==> src/rtl/writeback_unit.sv <==
// Execute-to-writeback stage: retires ALU results to the register file, runs
// data-memory loads/stores under a valid/ready handshake, latches status flags.
module writeback_unit #(
  parameter int DATA_W = 32,
  parameter int REG_AW = 4,
  parameter int CNT_W  = 16
) (
  input  logic              clk,
  input  logic              reset,
  input  logic              In_valid,
  output logic              In_ready,
  input  logic [3:0]        Opcode,
  input  logic              Condition_met,
  input  logic              S,
  input  logic [DATA_W-1:0] Alu_out,
  input  logic [3:0]        Alu_flags,
  input  logic [REG_AW-1:0] Rd,
  input  logic [DATA_W-1:0] Store_data,
  output logic              Mem_req,
  output logic              Mem_we,
  output logic [DATA_W-1:0] Mem_addr,
  output logic [DATA_W-1:0] Mem_wdata,
  input  logic              Mem_ack,
  input  logic [DATA_W-1:0] Mem_rdata,
  output logic              Rf_we,
  output logic [REG_AW-1:0] Rf_waddr,
  output logic [DATA_W-1:0] Rf_wdata,
  output logic [3:0]        Status,
  output logic [CNT_W-1:0]  Retired
);

  localparam logic [1:0] ST_IDLE = 2'd0;
  localparam logic [1:0] ST_MEM  = 2'd1;
  localparam logic [1:0] ST_WB   = 2'd2;

  localparam logic [3:0] OP_CMP = 4'b1011;
  localparam logic [3:0] OP_LDR = 4'b1101;
  localparam logic [3:0] OP_STR = 4'b1110;

  logic [1:0]        state_q, state_d;
  logic              mem_req_q, mem_req_d;
  logic              mem_we_q, mem_we_d;
  logic [DATA_W-1:0] mem_addr_q, mem_addr_d;
  logic [DATA_W-1:0] mem_wdata_q, mem_wdata_d;
  logic              rf_we_q, rf_we_d;
  logic [REG_AW-1:0] rf_waddr_q, rf_waddr_d;
  logic [DATA_W-1:0] rf_wdata_q, rf_wdata_d;
  logic [3:0]        status_q, status_d;
  logic [CNT_W-1:0]  retired_q, retired_d;

  logic accept;
  logic is_alu, is_cmp, is_ldr, is_str, is_known;

  assign In_ready = ~reset & (state_q != ST_MEM);
  assign accept   = In_valid & In_ready;
  assign is_alu   = ~Opcode[3];
  assign is_cmp   = (Opcode == OP_CMP);
  assign is_ldr   = (Opcode == OP_LDR);
  assign is_str   = (Opcode == OP_STR);
  assign is_known = is_alu | is_cmp | is_ldr | is_str;

  always_comb begin
    state_d     = state_q;
    mem_req_d   = mem_req_q;
    mem_we_d    = mem_we_q;
    mem_addr_d  = mem_addr_q;
    mem_wdata_d = mem_wdata_q;
    rf_waddr_d  = rf_waddr_q;
    rf_wdata_d  = rf_wdata_q;
    status_d    = status_q;
    retired_d   = retired_q;

    // The write-back cycle itself retires the op, whatever gets accepted alongside it.
    if (state_q == ST_WB) retired_d = retired_q + CNT_W'(1);

    case (state_q)
      ST_MEM: begin
        if (Mem_ack) begin
          mem_req_d = 1'b0;
          if (mem_we_q) begin
            state_d   = ST_IDLE;
            retired_d = retired_q + CNT_W'(1);
          end else begin
            rf_wdata_d = Mem_rdata;
            state_d    = ST_WB;
          end
        end
      end
      default: begin
        state_d = ST_IDLE;
        if (accept && Condition_met && is_known) begin
          if (S || is_cmp) status_d = Alu_flags;
          if (is_alu) begin
            rf_waddr_d = Rd;
            rf_wdata_d = Alu_out;
            state_d    = ST_WB;
          end else if (is_ldr) begin
            mem_addr_d = Alu_out;
            mem_we_d   = 1'b0;
            mem_req_d  = 1'b1;
            rf_waddr_d = Rd;
            state_d    = ST_MEM;
          end else if (is_str) begin
            mem_addr_d  = Alu_out;
            mem_wdata_d = Store_data;
            mem_we_d    = 1'b1;
            mem_req_d   = 1'b1;
            state_d     = ST_MEM;
          end
        end
      end
    endcase

    rf_we_d = (state_d == ST_WB);
  end

  always_ff @(posedge clk) begin
    if (reset) begin
      state_q     <= ST_IDLE;
      mem_req_q   <= 1'b0;
      mem_we_q    <= 1'b0;
      mem_addr_q  <= '0;
      mem_wdata_q <= '0;
      rf_we_q     <= 1'b0;
      rf_waddr_q  <= '0;
      rf_wdata_q  <= '0;
      status_q    <= '0;
      retired_q   <= '0;
    end else begin
      state_q     <= state_d;
      mem_req_q   <= mem_req_d;
      mem_we_q    <= mem_we_d;
      mem_addr_q  <= mem_addr_d;
      mem_wdata_q <= mem_wdata_d;
      rf_we_q     <= rf_we_d;
      rf_waddr_q  <= rf_waddr_d;
      rf_wdata_q  <= rf_wdata_d;
      status_q    <= status_d;
      retired_q   <= retired_d;
    end
  end

  assign Mem_req   = mem_req_q;
  assign Mem_we    = mem_we_q;
  assign Mem_addr  = mem_addr_q;
  assign Mem_wdata = mem_wdata_q;
  assign Rf_we     = rf_we_q;
  assign Rf_waddr  = rf_waddr_q;
  assign Rf_wdata  = rf_wdata_q;
  assign Status    = status_q;
  assign Retired   = retired_q;

endmodule

==> config.mk <==
export PLATFORM = sky130hd
export DESIGN_NAME = writeback_unit
export DESIGN_NICKNAME = d
export VERILOG_FILES = /design/src/rtl/writeback_unit.sv
export SDC_FILE = /design/constraint.sdc
export NUM_CORES = 1
export LEC_CHECK = 0
export CAP_MARGIN = 20
export CORE_MARGIN = 2
export CORE_UTILIZATION = 45
export DETAILED_ROUTE_END_ITERATION = 10
export HOLD_SLACK_MARGIN = 0.12
export PLACE_DENSITY_LB_ADDON = 0.15
export SYNTH_ARGS = -nofsm -noshare
export SYNTH_HDL_FRONTEND = slang
export SYNTH_SLANG_ARGS = --single-unit
==> constraint.sdc <==
create_clock -name clk -period 2.86 [get_ports clk]
set_input_delay 0.715 -clock clk [delete_from_list [all_inputs] [get_ports clk]]
set_output_delay 0.715 -clock clk [all_outputs]
set_load 0.03 [all_outputs]
# Yosys cells after proc, flatten, opt, wreduce, memory -nomap -nowiden
# Cells that the tools add are included.
totals:
  output_inout_bits: 124
  ff_bits: 125
  in_bits: 114
op_classes:
  add_sub_neg: 1
  n_eq_ne: 11
  mux: 27
  reduce_logical: 13
  bitwise: 9
ops:
  columns: ["operator", "count"]
  rows:
  - ["32-bit 2-to-1 mux", 7]
  - ["16-bit 2-to-1 mux", 4]
  - ["16-bit by 1-bit adder with 16-bit output, second input constant", 1]
  - ["4-bit == test, second input constant", 3]
  - ["4-bit AND reduction", 3]
  - ["2-bit 2-to-1 mux", 5]
  - ["1-bit 2-to-1 mux", 9]
  - ["4-bit 2-to-1 mux", 2]
  - ["2-bit by 1-bit != test with 1-bit output, second input constant", 3]
  - ["3-bit AND reduction", 2]
  - ["2-bit nonzero test", 3]
  - ["5-bit AND reduction", 1]
  - ["2-bit == test, second input constant", 2]
  - ["2-bit != test, second input constant", 2]
  - ["1-bit NOT", 4]
  - ["1-bit bitwise OR", 3]
  - ["3-bit nonzero test", 1]
  - ["1-bit AND", 2]
  - ["2-bit by 1-bit == test with 1-bit output, second input constant", 1]
  - ["1-bit logical AND", 2]
  - ["1-bit logical OR", 1]

# Logic depth before layout (Yosys ltp)
depth:
  ltp_word: 8
  depth_mapped: 7
  depth_no_buf: 4

# Least setup slack after synthesis
# OpenSTA, ideal clock, no wires.
synth_timing:
  path_type: "input -> register"
  from: "input port reset"
  to: "register status_q[0] (netlist: Status[0])"
  t_arrival_ns: 2.022
  path_stages: 4
  setup_slack_ns: 0.715
  t_required_ns: 2.737
  path_buffers: 1
  path_cell_list: "buf_2 > nor2_1 > o2111ai_1 > mux2_1"
synth_between:
  elab_chain_len: 6
synth_lines:
  columns: ["item", "line", "source"]
  rows:
  - ["start, declared", "9", "input logic reset,"]
  - ["1-bit NOT", "54", "assign In_ready = ~reset & (state_q != ST_MEM);"]
  - ["1-bit AND", "54", null]
  - ["via In_ready", "11", "output logic In_ready,"]
  - ["1-bit AND", "55", "assign accept = In_valid & In_ready;"]
  - ["1-bit logical AND (2 in a row)", "91", "if (accept && Condition_met && is_known) begin"]
  - ["3-bit AND reduction (no source line)", null, null]
  - ["end signal, assigned", "138", "status_q <= status_d;"]
  - ["end, declared", "48", "logic [3:0] status_q, status_d;"]
# The timed path passes the listed nets, and every way through them passes these cells.
# A chain may end at the register's enable or synchronous reset.

# Final worst setup path
layout_timing:
  from: "register state_q[0]"
  to: "output port In_ready"
layout_between:
  elab_chain_len: 2
layout_lines:
  columns: ["item", "line", "source"]
  rows:
  - ["start, declared", "40", "logic [1:0] state_q, state_d;"]
  - ["start signal, assigned", "130", "state_q <= state_d;"]
  - ["2-bit by 1-bit != test with 1-bit output", "54", null]
  - ["1-bit AND", "54", null]
  - ["end, declared", "11", null]
# No other way between the ends.

==> impl_results.md <==
* Port Buffer Count at 237
* Global-route wire length before repair at 26210 um
* Slew headroom at 46.59%
* Delay-heaviest family, CP: buffers and inverters
* Sw Ratio at 23.64%
* Seq pwr share at 41.9%
* Required time of the critical path at 2.14 ns
* Peak supply drop at 0.4010 mV
* Final Util at 72.20%
* Slowest stage delay, CP at 0.61 ns
* Final ANT Viol Nets at 0
* PD cells at 518.4 nW/um2
* Worst R2R Path Depth at 5
* Fin Setup TNS at 0 ns
* P&R area growth vs syn at 57.22%
* Fill cells at 899
* Top FF cell, synth: dfxtp_1
* Final setup fails at 0
* Slew @ Worst Pin at 0.8011 ns
* Wirelength per Cell at 16.63 um
* Synth async-reset ratio at 0%
* Switching pwr at 1.006 mW
* Avg Cell Area, Syn at 8.880 um2
* DR iter-0 viols at 293
* PnR worst setup slack at 0.3010 ns
* Largest net degree at the start of global routing at 79
* Clk sink count at 125
* # resized after CTS at 0
* Post-CTS Setup Bufs at 0
* Yosys top cell by area: dfxtp_1
* Critical Path Sink Type: output pin
* CP Cell Sequence: nor2b_4, nor2_1, clkdlybuf4s50_1
* All-Layer GR Usage at 25.85%
* Io pins at 238
* Crit path time final at 2.559 ns
* #FFs+latches synth at 125
* Clk pwr share at 47.4%
* Max Cap Viol at 0
* Cell Area, Placed at 7647 um2
* Syn_nets at 703
* Number of nets in the layout at 920
* FP Rows at 39
* Synth top area share at 47.93%
* Internal power at 3.250 mW
* Area of the multi-input gates at 2446 um2
* Final slew viol count at 0
* Worst-case clock buffer depth at 2
* RSZ-0062 raised after global routing: false
* DR vias at 5246
* Startpoint types: flip-flop
* Cell Area, Synth at 5221 um2
* Initial antenna violation count at 0
* Bufs and invs on worst path at 1
* Comb pwr share at 10.7%
* Netlist cell types at 38
* Leak at 2.680 nW
* CTS Buf Count at 17
* HP Class: flip-flop to flip-flop
* Final Hold Vio Count at 0
* Placed cells at 929
* CP max FO at 6
* Drt drc at 0
* DRT Pass-1 Iters at 4
* Setup Slack @ Placement at 0.1839 ns
* Crit-path slowest cell: clkdlybuf4s50_1
* Post-route non-filler standard cell count at 961
* Die width at 111.7 um
* Core ar. at 11370 um2
* Clock Skews at 0.006225 ns
* Crit path arrival time at 1.84 ns
* CTS H-Tree Depth at 4
* Cells after Synth at 588
* Status: complete, no violations
* Min-Delay Path Depth at 2
* Synth warn at 0
* Total grt overflow at 0
* Register area at 2502 um2
* Die Ht at 111.7 um
* Critical path depth in cells at 3
* Root Driver: clkbuf_16
* CTS tree: built
* Sequential share of the synthesized area at 47.93%
* Crit share post-route at 89.48%
* Worst-Skew Late Latency at 0.41 ns
* DP HPWL at 11140 um
* EDFF count, synth at 0
* CTS clock-pin slew for the worst setup and hold paths at 0.05 ns
* Final Wtd Congestion at 0.8019
* Post-cts hold buffer count at 0
* Vias/cell at 5.459
* Design area at 8209 um2
* Area contributors post-synth: dfxtp_1, a21oi_1, mux2i_1
* Initial Util at 45.92%
* Number of global-route vias before repair at 5223
* Antenna cells at 0
* Max frequency at 390.8 MHz
* Hold Slack at 0.4699 ns
* Worst Setup Path Type: flip-flop to output pin
* Tot Pwr at 4.256 mW
* Layout cells sized above 1 at 6.479%
* Die ar. at 12480 um2
* Final wirelength at 15980 um
[state kept, by name (all words and copies together) (netlist names)]
signal / count
Mem_wdata: 32
Rf_waddr: 4
Retired: 16
state_q: 2
Mem_we: 1
Status: 4
Rf_we: 1
Mem_req: 1
Mem_addr: 32
Rf_wdata: 32
[routing by layer]
metal | GRT usage (%) | vias up | wire, um
met3 | 8.057 | 32 | 1099
met1 | 31.46 | 2448 | 6558
met4 | 11.60 | 0 | 527
met5 | 0 | - | 0
li1 | - | 2568 | -
met2 | 42.10 | 198 | 7793
[tightest hold or removal path: cells and delay by family (launching register included)]
| kind | cells | cell delay [ns] |
|---|---|---|
| AOI/OAI and AO/OA | 1 | 0.06 |
| DFF | 1 | 0.31 |
| and+or+nand+nor | 1 | 0.05 |
[power groups by stage]
stage | clock network (mW) | logic, mW | registers, mW
3_3_place_gp | 0 | 0.448 | 1.82
5_1_grt | 2.14 | 0.483 | 1.79
2_1_floorplan | 0 | 0.139 | 1.87
3_5_place_dp | 0 | 0.452 | 1.82
6_report | 2.02 | 0.454 | 1.78
4_1_cts | 2.05 | 0.455 | 1.78
[Yosys cell counts (2+ instances only)]
library cell  instances
xor2_1                3
xnor2_1               3
nor2b_1              10
o2111ai_1             3
buf_4                10
mux2_1                4
or4_1                 4
dfxtp_1             125
a211oi_1             33
nand3_1              70
mux2i_1              36
buf_6                 5
inv_1                 4
o31ai_1               3
o21ai_1              64
buf_2                 8
nor2_1               45
o21ai_0               8
nand4b_1              2
and3_1                3
a21oi_1              77
nand2b_1              4
nand2_1              17
clkbuf_1             29
or3_1                 5
[cell usage in the layout, fill, tap and decap left out, types with 5 or more instances in the layout]
master	netlist	routed
a211oi_1	33	33
a21oi_1	77	77
buf_4	10	11
clkbuf_16	0	17
clkdlybuf4s50_1	0	236
clkinv_2	0	7
dfxtp_1	125	125
mux2i_1	36	36
nand2_1	17	17
nand3_1	70	70
nor2_1	45	45
nor2b_1	10	8
o21ai_0	8	8
o21ai_1	64	64
or3_1	5	5
[cell type report]
class / count / area share (%)
repair buffers: 250 / 30.51
flip-flops and latches: 125 / 30.48
multi-input cells: 407 / 29.80
clock buffers: 20 / 5.685
well taps: 143 / 2.180
clock inverters: 12 / 1.158
inverters: 4 / 0.1829
[worst paths after layout]
check                                    to  slack [ns]                  start
hold reg to reg        Mem_req$_SDFFE_PP0P_        0.47   Mem_req$_SDFFE_PP0P_
hold / removal         Mem_req$_SDFFE_PP0P_        0.47   Mem_req$_SDFFE_PP0P_
setup / recovery                   In_ready        0.30  state_q[0]$_SDFF_PP0_
setup reg to reg  Mem_wdata[0]$_SDFFE_PP0P_        0.95  state_q[1]$_SDFF_PP0_
[kinds of logic (layout without fill, tap and decap cells)]
family,Yosys count,count (layout),share of synthesized area (%)
compound gates,193,193,21.28
xor+xnor,6,6,1.007
fa+ha+maj,1,1,0.2396
buf+inv,56,286,5.655
flops,125,125,47.93
mux,41,41,7.980
simple gates,166,166,15.91
Note: power is estimated with default switching activity, not from simulation.
==> variant, RTL diff (same flow settings) <==
Change the parameter `CNT_W` from 16 to 14.
--- a/src/rtl/writeback_unit.sv
+++ b/src/rtl/writeback_unit.sv
@@ -5,3 +5,3 @@
   parameter int REG_AW = 4,
-  parameter int CNT_W  = 16
+  parameter int CNT_W  = 14
 ) (
Ports: changed (resized Retired); port bits go from 238 to 236. The function was not compared with the original's and may differ.
==> variant against the unedited design <==
Combinational power rose by 2%; fmax fell by 5.9%; total power rose by 2.6%; count of clock-buffer cells in the layout rose by 3; synthesized area fell by 1.1%; critical endpoint unchanged; setup slack got worse by 160 ps; register-to-register slack got worse by 280 ps; die area fell by 1.0%; routed wire length fell by 2.5%; design area fell by 0.62%; sequential cell count fell by 2; non-clock buffer count rose by 1; first-iteration DRC count rose by 5.8%.
==> variant: results (changes against the unedited design) <==
INFO  metric status = finished clean (unchanged)
INFO  metric path_max_fanout = 14 (was 6)
INFO  metric actual_transition_at_the_worst_max_transition_pin = 887.3 ps (was 801.1 ps)
INFO  metric reg2reg_depth = 6 (was 5)
INFO  metric track_usage = 0.2527 (was 0.2585)
INFO  metric grt_start_max_net_pins = 84 (was 79)
INFO  metric worst_ir_drop_vdd = 0.0003110 V (was 0.0004010 V)
INFO  metric ys_top_cells_by_area = sky130_fd_sc_hd__dfxtp_1 48%, sky130_fd_sc_hd__mux2i_1 7.0%, sky130_fd_sc_hd__a21oi_1 6.9% (was sky130_fd_sc_hd__dfxtp_1 48%, sky130_fd_sc_hd__a21oi_1 7.4%, sky130_fd_sc_hd__mux2i_1 6.9%)
INFO  metric mean_area_per_synthesized_cell = 8.985 sq um (was 8.880 sq um)
INFO  metric total_leakage_power = 2.660 nW (was 2.680 nW)
INFO  metric multi_input_gates = 393 (was 407)
INFO  metric grt_pass1_wl = 25360 um (was 26210 um)
INFO  metric post_route_cells_drive_above_1_share = 0.06858 (was 0.06479)
INFO  metric drt-vias-per-instance = 5.456 (was 5.459)
INFO  metric grt_pass1_vias = 5031 (was 5223)
INFO  metric netlist_top_cells_count = 123 x sky130_fd_sc_hd__dfxtp_1, 71 x sky130_fd_sc_hd__a21oi_1, 68 x sky130_fd_sc_hd__nand3_1 (was 125 x sky130_fd_sc_hd__dfxtp_1, 77 x sky130_fd_sc_hd__a21oi_1, 70 x sky130_fd_sc_hd__nand3_1)
INFO  metric final-instance-count-excl-fill = 945 (was 961)
INFO  metric multi_input_comb_area = 2397 sq um (was 2446 sq um)
INFO  metric sw_frac_of_total = 0.2208 (was 0.2364)
INFO  metric synthDistinctLibCells = 36 (was 38)
INFO  metric place.detailed.hpwl = 10690 um (was 11140 um)
INFO  metric place.port_buffers = 235 (was 237)
INFO  metric synth.mux.area_fraction = 0.08283 (was 0.07980)
INFO  metric pg_clk = 2.15 mW (was 2.02 mW)
INFO  metric share_clk_of_total_power = 0.492 (was 0.474)
-- variant: cell types whose count changed after synthesis, sizes merged, moves of 4 or more --
cell	before	now
nand4	0	4
xnor2	3	10
nor2	45	51
o21ai	72	66
or3	5	0
a21oi	77	71
-- variant: metrics by stage --
stage            util  worst slack [ps]  area (sq um)  hold slack, ps
6_report       0.7206             140.8          8158           472.7
5_1_grt        0.7206             35.74          8158           498.1
4_1_cts        0.7206             123.5          8158           466.9
3_5_place_dp   0.6682             230.4          7565           456.4
3_3_place_gp   0.6682             314.9          7565           445.8
2_1_floorplan       -             696.4          5166           580.0
-- variant: routing by layer --
layer | wire length, um | part of all wire
met3 | 1131 | 0.073
met2 | 7561 | 0.49
met1 | 6425 | 0.41
met5 | 0 | 0
met4 | 463 | 0.030
-- variant: worst min-delay path, cell delays in order (launching register included) --
cell                      delay, ps
sky130_fd_sc_hd__dfxtp_1        310
sky130_fd_sc_hd__nand2_1         60
sky130_fd_sc_hd__a21oi_1         60
